<file path="config.mk">
export PLATFORM = sky130hd
export DESIGN_NAME = cpu_control
export DESIGN_NICKNAME = d
export VERILOG_FILES = /design/src/rtl/cpu_control.sv
export SDC_FILE = /design/constraint.sdc
export NUM_CORES = 1
export LEC_CHECK = 0
export ABC_AREA = 1
export BUFFER_PORTS_ARGS = -buffer_cell sky130_fd_sc_hd__buf_4
export CORE_ASPECT_RATIO = 0.5
export CORE_MARGIN = 1.5
export CORE_UTILIZATION = 50
export CTS_CLUSTER_DIAMETER = 60
export CTS_CLUSTER_SIZE = 25
export DETAILED_ROUTE_END_ITERATION = 6
export PLACE_DENSITY = 0.74
export SLEW_MARGIN = 20
export SYNTH_ARGS = -nofsm -noshare
export SYNTH_HDL_FRONTEND = slang
export SYNTH_SLANG_ARGS = --single-unit
</file>
<file path="constraint.sdc">
create_clock -name clk -period 3.7 [get_ports clk]
set_clock_uncertainty 0.1 [all_clocks]
set_input_delay 0.185 -clock clk [delete_from_list [all_inputs] [get_ports clk]]
set_output_delay 0.185 -clock clk [all_outputs]
set_load 0.1 [all_outputs]
</file>
<file path="src/rtl/cpu_control.sv">
// cpu_control: instruction sequencer for the 8-bit CPU.
// Fetches from a 16-byte memory, decodes, drives the external ALU and
// owns pc, accumulator A, operand B, IR, zero flag and an output port.
//
// Output handshake: out_valid/out_ready follow strict valid/ready rules.
// Once out_valid rises it stays high with out_data held stable until a
// rising clock edge samples out_ready high; that edge is the transfer.
// out_ready seen while out_valid is low has no effect.
module cpu_control #(
  parameter logic [1:0] ALU_ADD = 2'd0,
  parameter logic [1:0] ALU_SUB = 2'd1,
  parameter logic [1:0] ALU_AND = 2'd2,
  parameter logic [1:0] ALU_OR  = 2'd3
) (
  input  logic       clk,
  input  logic       rst,
  output logic [3:0] mem_addr,
  output logic       mem_rd,
  input  logic [7:0] mem_rdata,
  output logic       mem_wr,
  output logic [7:0] mem_wdata,
  output logic       alu_en,
  output logic [1:0] alu_op,
  output logic [7:0] alu_a,
  output logic [7:0] alu_b,
  input  logic [7:0] alu_out,
  output logic       out_valid,
  output logic [7:0] out_data,
  input  logic       out_ready,
  output logic       halted,
  output logic [3:0] pc
);

  localparam logic [3:0] OP_LDA = 4'h0;
  localparam logic [3:0] OP_ADD = 4'h1;
  localparam logic [3:0] OP_SUB = 4'h2;
  localparam logic [3:0] OP_AND = 4'h3;
  localparam logic [3:0] OP_OR  = 4'h4;
  localparam logic [3:0] OP_STA = 4'h5;
  localparam logic [3:0] OP_LDI = 4'h6;
  localparam logic [3:0] OP_JMP = 4'h7;
  localparam logic [3:0] OP_JZ  = 4'h8;
  localparam logic [3:0] OP_OUT = 4'hE;
  localparam logic [3:0] OP_HLT = 4'hF;

  typedef enum logic [3:0] {
    S_FETCH,
    S_DECODE,
    S_MEMRD,
    S_LOADA,
    S_LOADB,
    S_EXEC,
    S_WB,
    S_MEMWR,
    S_OUTPUT,
    S_HALT
  } state_t;

  state_t     state;
  logic [7:0] a;
  logic [7:0] b;
  logic [7:0] ir;
  logic       z;

  logic [3:0] dec_op;
  logic [3:0] dec_n;
  logic [3:0] pc_inc;
  logic [3:0] dec_pc;

  // Decode helpers: the instruction is consumed straight off mem_rdata in
  // DECODE, so the next pc (including taken jumps) is known that cycle.
  assign dec_op = mem_rdata[7:4];
  assign dec_n  = mem_rdata[3:0];
  assign pc_inc = pc + 4'd1;
  assign dec_pc = ((dec_op == OP_JMP) || ((dec_op == OP_JZ) && z)) ? dec_n : pc_inc;

  // ALU operands follow the registers continuously; only alu_en qualifies them.
  assign alu_a = a;
  assign alu_b = b;

  // Map the stored opcode onto the ALU operation encoding.
  always_comb begin
    alu_op = ALU_ADD;
    case (ir[7:4])
      OP_SUB:  alu_op = ALU_SUB;
      OP_AND:  alu_op = ALU_AND;
      OP_OR:   alu_op = ALU_OR;
      default: alu_op = ALU_ADD;
    endcase
  end

  // Sequencer: outputs are registered together with the state they belong
  // to, so every transition also loads the strobes of the state it enters.
  // Coming out of reset the FSM sits in FETCH with mem_rd low; that first
  // cycle only arms the fetch strobe, after which FETCH always has mem_rd high.
  always_ff @(posedge clk or posedge rst) begin
    if (rst) begin
      state     <= S_FETCH;
      pc        <= 4'd0;
      a         <= 8'h00;
      b         <= 8'h00;
      ir        <= 8'h00;
      z         <= 1'b1;
      mem_addr  <= 4'd0;
      mem_rd    <= 1'b0;
      mem_wr    <= 1'b0;
      mem_wdata <= 8'h00;
      alu_en    <= 1'b0;
      out_valid <= 1'b0;
      out_data  <= 8'h00;
      halted    <= 1'b0;
    end else begin
      mem_rd <= 1'b0;
      mem_wr <= 1'b0;
      alu_en <= 1'b0;
      case (state)
        S_FETCH: begin
          if (!mem_rd) begin
            mem_rd   <= 1'b1;
            mem_addr <= pc;
          end else begin
            state <= S_DECODE;
          end
        end

        S_DECODE: begin
          ir <= mem_rdata;
          pc <= dec_pc;
          case (dec_op)
            OP_LDA, OP_ADD, OP_SUB, OP_AND, OP_OR: begin
              state    <= S_MEMRD;
              mem_rd   <= 1'b1;
              mem_addr <= dec_n;
            end
            OP_STA: begin
              state     <= S_MEMWR;
              mem_wr    <= 1'b1;
              mem_addr  <= dec_n;
              mem_wdata <= a;
            end
            OP_OUT: begin
              state     <= S_OUTPUT;
              out_valid <= 1'b1;
              out_data  <= a;
            end
            OP_HLT: begin
              state  <= S_HALT;
              halted <= 1'b1;
            end
            OP_LDI: begin
              a        <= {4'h0, dec_n};
              z        <= (dec_n == 4'h0);
              state    <= S_FETCH;
              mem_rd   <= 1'b1;
              mem_addr <= dec_pc;
            end
            default: begin
              // JMP, JZ and NOPs: only the pc moves.
              state    <= S_FETCH;
              mem_rd   <= 1'b1;
              mem_addr <= dec_pc;
            end
          endcase
        end

        S_MEMRD: begin
          mem_addr <= ir[3:0];
          state    <= (ir[7:4] == OP_LDA) ? S_LOADA : S_LOADB;
        end

        S_LOADA: begin
          a        <= mem_rdata;
          z        <= (mem_rdata == 8'h00);
          state    <= S_FETCH;
          mem_rd   <= 1'b1;
          mem_addr <= pc;
        end

        S_LOADB: begin
          b      <= mem_rdata;
          state  <= S_EXEC;
          alu_en <= 1'b1;
        end

        S_EXEC: begin
          state <= S_WB;
        end

        S_WB: begin
          a        <= alu_out;
          z        <= (alu_out == 8'h00);
          state    <= S_FETCH;
          mem_rd   <= 1'b1;
          mem_addr <= pc;
        end

        S_MEMWR: begin
          state    <= S_FETCH;
          mem_rd   <= 1'b1;
          mem_addr <= pc;
        end

        S_OUTPUT: begin
          if (out_ready) begin
            out_valid <= 1'b0;
            state     <= S_FETCH;
            mem_rd    <= 1'b1;
            mem_addr  <= pc;
          end
        end

        S_HALT: begin
          state <= S_HALT;
        end

        default: begin
          state <= S_FETCH;
        end
      endcase
    end
  end

endmodule

</file>
==> results of run 1 <==
-- sequential cells by signal, indices dropped and copies added, names as in the netlist --
signal,cells
mem_wr,1
ir,8
state,4
halted,1
mem_addr,4
out_data,8
alu_b,8
alu_en,1
mem_rd,1
mem_wdata,8
alu_a,8
out_valid,1
pc,4
z,1
-- worst min-delay path by stage --
stage | endpoint | cells after the start | slack [ns]
after CTS | alu_a[6] | 3 | 0.004
after detailed placement | alu_a[6] | 3 | 0.35
after global routing | alu_a[6] | 3 | 0.03
after global placement | out_data[5] | 2 | 0.34
final | alu_a[7] | 3 | 0.02
after floorplan | alu_a[6] | 2 | 0.23
-- per-layer routing --
| metal | wire length (um) | vias to the layer above | share of wire, % |
|---|---|---|---|
| li1 | - | 1249 | - |
| met1 | 3290 | 1251 | 46 |
| met3 | 544 | 7 | 7.6 |
| met4 | 70 | 0 | 0.97 |
| met2 | 3290 | 96 | 46 |
| met5 | 0 | - | 0 |
-- repair_timing --
action	4_1_cts	5_1_grt
gates resized for setup	0	0
endpoints found under the hold margin	0	44
buffers inserted	0	0
hold buffers	0	1
-- cells by family (layout without fill, tap and decap cells) --
family / Yosys count / after routing / share of synthesized area [%]
and+or+nand+nor: 177 / 177 / 28.6
adders and majority gates: 1 / 1 / 0.439
buffers and inverters: 48 / 126 / 7.02
AOI/OAI and AO/OA: 52 / 52 / 12.4
DFF: 58 / 58 / 51.0
xor gates and xnor gates: 2 / 2 / 0.615
-- stage by stage --
| stage | setup slack [ns] | instance area [um2] | util [%] |
|---|---|---|---|
| after floorplan | 0.725 | 2850 | - |
| after global placement | 1.98 | 3400 | 62.0 |
| after detailed placement | 1.96 | 3400 | 62.0 |
| after CTS | 1.94 | 3740 | 68.1 |
| after global routing | 1.79 | 3750 | 68.4 |
| final | 1.91 | 3750 | 68.4 |
-- worst register-to-register path: stages, from the launching register on --
cell	delay, ns
dfrtp_1	0.43
inv_1	0.13
nand2_1	0.16
nor2_8	0.24
inv_4	0.17
nor2_2	0.21
nand3_1	0.12
nand3_1	0.08
nand2_1	0.05
nand2_1	0.05
-- cell usage in the layout, fill, tap and decap left out, types with 2 or more instances in the layout --
cell type	Yosys	layout
o21ai_0	23	23
o221ai_1	2	2
o21ai_2	16	16
nor2_1	22	22
dfrtp_1	57	57
clkinv_2	0	2
nor2_2	4	4
a21oi_1	3	3
clkbuf_8	0	3
nor3_1	4	4
nor2_8	2	2
nand2_1	95	95
inv_2	5	5
buf_4	1	66
o211ai_1	7	7
nand3_1	39	39
nand2_2	3	3
clkbuf_16	0	9
inv_1	36	35
inv_4	2	2
bufinv_16	0	2
-- cell type report --
type                            count  area [um2]
Tap cell                           73        91.3
Timing Repair Buffer               67         505
Inverter                           43         168
Multi-Input combinational cell    232        1200
Clock buffer                       12         267
Clock inverter                      4        72.6
Fill cell                         463        1740
Sequential cell                    58        1450
==> impl_metrics.yaml, run 1 <==
worst_setup_path:
  cp.required_ns: 3.87
  reg2regPathDepth: 9
  r2r-start: "state[3]"
  crit_path_top_delay_cell: "dfrtp_1"
  timing.reg2reg.setup_slack_ns: 1.91
  timing.critical_path.from: "state[3]"
  timing.critical_path.to: "mem_addr[2]"
  startpoint_type: "flop"
  critical_path.reg2reg.endpoint: "mem_addr[2]"
  critPathMaxStageDelay_ns: 0.43
  cp_num_buf_inv: 2
  worst-path-stages: 9
  cpMostUsedCell: "nand2_1"
  cp_max_fo: 27
  cell_class_contributing_the_biggest_share_of_worst_path_delay: "simple AND/OR/NAND/NOR gates"
  endpoint_kind_of_the_worst_setup_timing_path: "flop"
  worstPathCellList: "inv_1, nand2_1, nor2_8, inv_4, nor2_2, nand3_1, nand3_1, nand2_1, nand2_1"
  arrival_ns: 1.96
  criticalPathCategory: "flop to flop"
global_route:
  grt_most_used_layer: "met2"
  global_route_wire_length_before_repair_um: 11600
  pin_count_of_the_biggest_net_entering_global_routing: 47
  globalRouteMet3Util_pct: 9.76
  antenna_violations_before_repair: 0
  gr-total-overflow: 0
  grt_util_met1_pct: 33.8
  groute.layer.met2.usage_pct: 39.0
  number_of_global_route_vias_before_repair: 2391
  grtUsageTotal_pct: 25.5
floorplanning:
  io_pins: 66
  dieWidth_um: 110
  dieArea_um2: 6190
  vertical_extent_of_the_die_um: 56.4
  fp.coreArea_um2: 5490
  core.rowCount: 19
  initial_core_utilization_pct: 51.9
cts:
  tritoncts.num_buffers: 9
  cts_num_sinks: 58
  cts_buffer_depth: 2
  clk_latency_ns: 0.33
  clock_tree.root_cell: "clkbuf_16"
  clock_pin_slew_worst_setup_and_hold_paths_ns: 0.05
  clock_tree_from_tritoncts: "built"
  cts_htree_levels: 3
min_path:
  timing.hold.worst.start: "alu_out[7]"
  min-delay-path-class: "input pin to flop"
routing:
  remaining_number_of_nets_flagged_by_the_antenna_check_after_routing: 0
  routed-via-count: 2603
  drcViolationCount: 0
  drt-vias-per-instance: 5.32
  wl_per_cell_um: 14.7
  first_iter_violations: 119
  finalWirelength_um: 7190
  iteration_count_of_the_initial_detailed_routing_pass: 5
logic_synthesis:
  ys_top_cells_by_area: "dfrtp_1, nand2_1, nand3_1"
  yosys.cell_types.count: 32
  ys_top_cells_by_count: "nand2_1, dfrtp_1, nand3_1, inv_1, o21ai_0"
  number_of_synthesized_flops_with_an_enable_pin: 0
  post-synth-top-area-cell: "dfrtp_1"
  syn_inst: 338
  ys_dominant_reg_cell: "dfrtp_1"
  synth_largest_type_area_fraction_pct: 50.0
  syn-num-nets: 358
  avgSynthCellArea_um2: 8.43
  seq_area_frac_synth_pct: 51.0
  synthesized_cell_area_um2: 2850
  post-synth-top-count-cell: "nand2_1"
  asyncSetResetFlopFracSynth_pct: 100
  ys_seq_elements: 58
  synthesis.yosys.warnings: 0
sta:
  period_needed_ns: 1.79
  max_slew_vio_count: 0
  grt_setup_unrepaired: "false"
  total_negative_setup_slack_ns: 0
  timing.hold.ws_ns: 0.0156
  final.period_utilization_pct: 48.4
  fmax_mhz: 558
  slew_headroom_pct: 46.8
  report.final.setup_viol: 0
  worst_slew_pin_slew_ns: 0.797
  hold_viol_final: 0
final_layout:
  n_antenna_cell: 0
  final_cells: 489
  nets_finish: 431
  flow.area_growth_from_synthesis_pct: 31.7
  layout-drive-gt1-share_pct: 29.1
run:
  maximum_capacitance_violations: 0
placement:
  place.detailed.instances: 472
  routabilityCongestion: 0.911
  port-buffer-count: 65
  place.detailed.hpwl_um: 5230
outcome:
  outcome: "completed"
Power of run 1 is left out: the tool's default activity adds up to more than one toggle a clock period on the data nets, which glitch-free logic cannot reach.
==> run 2, diff against run 1 <==
Settings changed: ABC_AREA 1 to 0.
Clock period 3.7 ns to 1.8 ns, I/O delays scaled along.
==> run 2 against run 1 <==
Effect of this change:
- the flow now finishes with violations (negative hold slack, negative setup slack)
- core utilization is 9.5 points higher
- non-clock buffer count is 48 higher
- count of clock-buffer cells in the layout fell by 1
- via count rose by 0.15%
- sequential cell count unchanged
- maximum frequency decreased by 11%
- design area increased by 13%
- synthesized area is 1.1% lower
- final cell count down 6.7%
- sequential share of layout area down 4.4 points
- worst setup slack lost 2.1 ns
- first-iteration DRC count is 38% higher
==> impl_metrics.yaml, run 2 <==
floorplanning:
  core.rowCount: 19
  dieArea_um2: 6130
  vertical_extent_of_the_die_um: 56.1
  io_pins: 66
  initial_core_utilization_pct: 51.6
  dieWidth_um: 109
  fp.coreArea_um2: 5470
placement:
  place.detailed.hpwl_um: 5320
  port-buffer-count: 65
  routabilityCongestion: 0.842
worst_setup_path:
  critical_path.reg2reg.endpoint: "mem_addr[1]"
  arrival_ns: 2.12
  worstPathCellList: "or3b_4, a211o_1, mux2_2, a21oi_2, a21oi_1"
  timing.critical_path.from: "z"
  timing.reg2reg.setup_slack_ns: -0.22
  cp_max_fo: 3
  reg2regPathDepth: 5
  critPathMaxStageDelay_ns: 0.54
  cp.required_ns: 1.90
  r2r-start: "z"
  crit_path_top_delay_cell: "dfstp_2"
  startpoint_type: "flop"
  endpoint_kind_of_the_worst_setup_timing_path: "flop"
  criticalPathCategory: "flop to flop"
  timing.critical_path.to: "mem_addr[1]"
cts:
  cts_buffer_depth: 2
  tritoncts.num_buffers: 9
  clk_latency_ns: 0.33
  clock_tree_from_tritoncts: "built"
  cts_num_sinks: 58
  clock_pin_slew_worst_setup_and_hold_paths_ns: 0.05
  clock_tree.root_cell: "clkbuf_16"
  cts_htree_levels: 3
sta:
  report.final.setup_viol: 22
  fmax_mhz: 496
  total_negative_setup_slack_ns: -1.94
  timing.hold.ws_ns: -0.0236
  max_slew_vio_count: 0
  final.period_utilization_pct: 112
  hold_viol_final: 1
  final_critical_path_setup_slack_ns: -0.217
  worst_slew_pin_slew_ns: 0.377
  slew_headroom_pct: 74.2
  grt_setup_unrepaired: "true"
  period_needed_ns: 2.02
final_layout:
  final_design_utilization_pct: 77.8
  flow.area_growth_from_synthesis_pct: 50.9
  leading_cell_types_in_the_layout_fill_and_taps_excluded: "buf_4, dfrtp_1, nand2_1, mux2_2, dlygate4sd3_1"
  nets_finish: 398
  n_antenna_cell: 0
  fillers: 333
  mostFrequentLayoutCell: "buf_4"
  layout-drive-gt1-share_pct: 44.6
logic_synthesis:
  avgSynthCellArea_um2: 10.6
  post-synth-top-count-cell: "dfrtp_1"
  synthesized_cell_area_um2: 2820
  syn-num-nets: 287
  post-synth-top-area-cell: "dfrtp_1"
  synthesis.yosys.warnings: 0
  syn_inst: 267
  asyncSetResetFlopFracSynth_pct: 100
  ys_seq_elements: 58
  yosys.cell_types.count: 49
  ys_dominant_reg_cell: "dfrtp_1"
  number_of_synthesized_flops_with_an_enable_pin: 0
  ys_top_cells_by_count: "dfrtp_1, nand2_1, mux2_2, o21ai_0"
  synth_largest_type_area_fraction_pct: 50.6
  ys_top_cells_by_area: "dfrtp_1, mux2_2, nand2_1"
  seq_area_frac_synth_pct: 51.5
global_route:
  antenna_violations_before_repair: 0
  gr-total-overflow: 0
  pin_count_of_the_biggest_net_entering_global_routing: 24
  grtUsageTotal_pct: 29.8
  global_route_wire_length_before_repair_um: 13300
  number_of_global_route_vias_before_repair: 2603
routing:
  routed-via-count: 2607
  remaining_number_of_nets_flagged_by_the_antenna_check_after_routing: 0
  first_iter_violations: 164
  wl_per_cell_um: 18.4
  iteration_count_of_the_initial_detailed_routing_pass: 4
  drt-vias-per-instance: 5.72
  finalWirelength_um: 8400
  drcViolationCount: 0
run:
  maximum_capacitance_violations: 0
min_path:
  min-delay-path-class: "input pin to flop"
outcome:
  outcome: "finished, violations left"
  failed_checks: "negative hold slack, negative setup slack"
[run 2: cell types whose count changed in the layout (fill, tap and decap cells not counted), sizes merged, moves of 7 or more]
| cell | before | now |
|---|---|---|
| mux2i | 0 | 7 |
| dlygate4sd3 | 1 | 16 |
| nor2 | 29 | 12 |
| buf | 66 | 99 |
| o211ai | 8 | 0 |
| mux2 | 0 | 26 |
| inv | 42 | 10 |
| a21oi | 3 | 12 |
| nand3 | 41 | 6 |
| nand2 | 99 | 39 |
| o21ai | 39 | 13 |
[run 2: worst min path at each step]
stage	startpoint	endpoint	slack, ns	cells past startpoint
2_1_floorplan	mem_rdata[0]	ir[0]	0.1	2
4_1_cts	alu_out[3]	alu_a[3]	0.01	3
3_5_place_dp	rst	mem_wdata[0]	0.007	2
5_1_grt	alu_out[3]	alu_a[3]	-0.03	3
6_report	alu_out[3]	alu_a[3]	-0.02	3
3_3_place_gp	rst	mem_wdata[4]	-0.004	2
[run 2: layer usage]
| metal | global-route usage (%) | vias to the layer above | share of wire [%] |
|---|---|---|---|
| li1 | - | 1181 | - |
| met1 | 37.1 | 1298 | 41 |
| met2 | 47.5 | 109 | 50 |
| met3 | 10.4 | 19 | 6.7 |
| met4 | 11.9 | 0 | 2.1 |
| met5 | 0 | - | 0 |
[run 2: kinds of logic after synthesis]
group                    Yosys count  synth area share [%]
AO/OA/AOI/OAI                     51                  12.0
multiplexers                      33                  12.9
buffers and inverters             25                  3.95
flip-flops                        58                  51.5
AND/OR/NAND/NOR                   96                  18.3
XOR/XNOR                           3                 0.932
adder cells (fa/ha/maj)            1                 0.444
[run 2: final cells by class]
class,instances,area [um2],share of cell area (%)
inverter,10,37.5,0.882
timing repair buffer,115,947,22.3
clock buffer,11,243,5.70
sequential,58,1460,34.3
clock inverter,5,77.6,1.82
tap,73,91.3,2.15
multi-input combinational,184,1400,32.9
[run 2: worst max-delay path, delay by kind of cell (launching register included)]
kind | cells | cell delay [ns]
AOI/OAI and AO/OA | 3 | 0.56
DFF | 1 | 0.54
muxes | 1 | 0.30
and+or+nand+nor | 1 | 0.39
[run 2: stage by stage]
stage / std cells / instance area [um2] / worst slack [ns]
after detailed placement: 418 / 3610 / -0.203
after CTS: 456 / 4200 / -0.176
after global placement: 418 / 3610 / -0.119
final: 456 / 4260 / -0.217
after floorplan: 267 / 2860 / -0.184
after global routing: 456 / 4260 / -0.282
[run 2: what timing repair did]
item	4_1_cts	5_1_grt
hold endpoints to repair	58	0
resized for setup	21	18
setup buffers	7	3
pin swaps	8	1
endpoints found under the setup margin	22	26
cloned	0	0
hold buffers	16	0
Power of run 2 is left out for the same reason.
==> run 3, diff against run 2 <==
Settings changed: CELL_PAD_IN_SITES_DETAIL_PLACEMENT set to 2, CELL_PAD_IN_SITES_GLOBAL_PLACEMENT set to 2, CORE_UTILIZATION 50 to 33, PLACE_DENSITY 0.74 to 0.77, TNS_END_PERCENT set to 100.
==> run 3 against run 2 <==
Effect of this change:
- the run still ends with negative hold slack, negative setup slack left
- register-to-register slack got worse by 0.24 ns
- routed wire length increased by 93%
- first-iteration DRC count increased by 84%
- core utilization decreased by 21 points
- largest cell class is now multi-input gates
==> impl_metrics.yaml, run 3 (synthesis results as in run 2) <==
cts:
  cts_htree_levels: 3
  clock_tree.root_cell: "clkbuf_16"
  tritoncts.num_buffers: 9
  clock_pin_slew_worst_setup_and_hold_paths_ns: 0.06
  cts_buffer_depth: 2
  clk_latency_ns: 0.35
  cts_num_sinks: 58
  clock_tree_from_tritoncts: "built"
global_route:
  pin_count_of_the_biggest_net_entering_global_routing: 32
  antenna_violations_before_repair: 1
  gr-total-overflow: 0
  number_of_global_route_vias_before_repair: 3150
  global_route_wire_length_before_repair_um: 20500
  grtUsageTotal_pct: 32.0
worst_setup_path:
  endpoint_kind_of_the_worst_setup_timing_path: "flop"
  startpoint_type: "flop"
  criticalPathCategory: "flop to flop"
  arrival_ns: 2.37
  cp_max_fo: 3
  cp.required_ns: 1.92
sta:
  grt_setup_unrepaired: "true"
  final_critical_path_setup_slack_ns: -0.454
  final.period_utilization_pct: 125
  hold_viol_final: 1
  worst_slew_pin_slew_ns: 0.814
  report.final.setup_viol: 37
  max_slew_vio_count: 0
  slew_headroom_pct: 45.3
  timing.hold.ws_ns: -0.00393
  period_needed_ns: 2.25
  fmax_mhz: 444
routing:
  finalWirelength_um: 16200
  routed-via-count: 2956
  remaining_number_of_nets_flagged_by_the_antenna_check_after_routing: 0
  wl_per_cell_um: 31.6
  drcViolationCount: 0
  first_iter_violations: 301
  iteration_count_of_the_initial_detailed_routing_pass: 5
  drt-vias-per-instance: 5.76
floorplanning:
  dieWidth_um: 134
  vertical_extent_of_the_die_um: 68.4
  io_pins: 66
  initial_core_utilization_pct: 34.6
  core.rowCount: 23
  dieArea_um2: 9140
  fp.coreArea_um2: 8140
placement:
  pre_cts_slack_ns: -0.258
  placed_area_um2: 3660
  port-buffer-count: 65
  place.detailed.hpwl_um: 7200
  routabilityCongestion: 0.801
final_layout:
  leading_cell_types_in_the_layout_fill_and_taps_excluded: "buf_4, dfrtp_1, nand2_1, mux2_2, dlygate4sd3_1"
  nets_finish: 416
  n_antenna_cell: 0
  mostFrequentLayoutCell: "buf_4"
  layout-drive-gt1-share_pct: 52.4
  stdcell_area_um2: 4650
  fillers: 763
  flow.area_growth_from_synthesis_pct: 65.0
run:
  maximum_capacitance_violations: 0
outcome:
  outcome: "finished, violations left"
  failed_checks: "negative hold slack, negative setup slack"
min_path:
  min-delay-path-class: "input pin to flop"
-- run 3: layout make-up --
type                            count  area (um2)  share of cell area [%]
Clock buffer                       11         243                    5.22
Clock inverter                      5        77.6                    1.67
Inverter                           10        37.5                   0.807
Multi-Input combinational cell    184        1560                    33.5
Sequential cell                    58        1460                    31.3
Tap cell                          112         140                    3.01
Timing Repair Buffer              133        1140                    24.4
-- run 3: per-layer routing --
metal | up-vias | global-route usage [%] | share of wire, %
met5 | - | 0 | 0.043
met4 | 2 | 12.2 | 4.0
met3 | 55 | 7.70 | 5.8
met2 | 136 | 57.7 | 49
met1 | 1550 | 38.1 | 41
li1 | 1213 | - | -
-- run 3: metrics by stage --
step | hold WS [ns] | util, % | instances | setup TNS (ns)
floorplan | 0.0954 | - | 267 | -2.87
global placement | 0.00368 | 45.0 | 458 | -0.987
detailed placement | 0.0118 | 45.0 | 458 | -3.08
CTS | 0.000415 | 54.2 | 504 | -3.78
global route | 0.00531 | 57.1 | 513 | -9.85
finish | -0.00393 | 57.1 | 513 | -8.69
-- run 3: what timing repair did --
item | 4_1_cts | 5_1_grt
hold buffers | 15 | 0
hold endpoints to repair | 34 | 0
gates resized for setup | 40 | 46
setup endpoints to repair | 33 | 43
cloned | 0 | 1
buffers inserted | 16 | 14
pin swaps | 13 | 10
-- run 3: critical path, stage by stage, from the launching register on --
cell and delay, ns:
dfrtp_1 0.39, or4b_4 0.56, nor4_4 0.32, nor3_4 0.07, buf_4 0.16, a222oi_1 0.41
inv_1 0.11
-- run 3: worst paths after layout --
path                                  from   endpoint  slack, ns  cells past startpoint
worst max-delay path              state[3]   alu_a[4]      -0.45                      6
worst min-delay path            alu_out[1]   alu_a[1]     -0.004                      3
worst max register to register    state[3]   alu_a[4]      -0.45                      6
worst min register to register   out_valid  out_valid       0.42                      1
max in group asynchronous              rst      pc[2]       0.76                      4
min in group asynchronous              rst   alu_a[7]       0.24                      3
Power of run 3 is left out for the same reason.
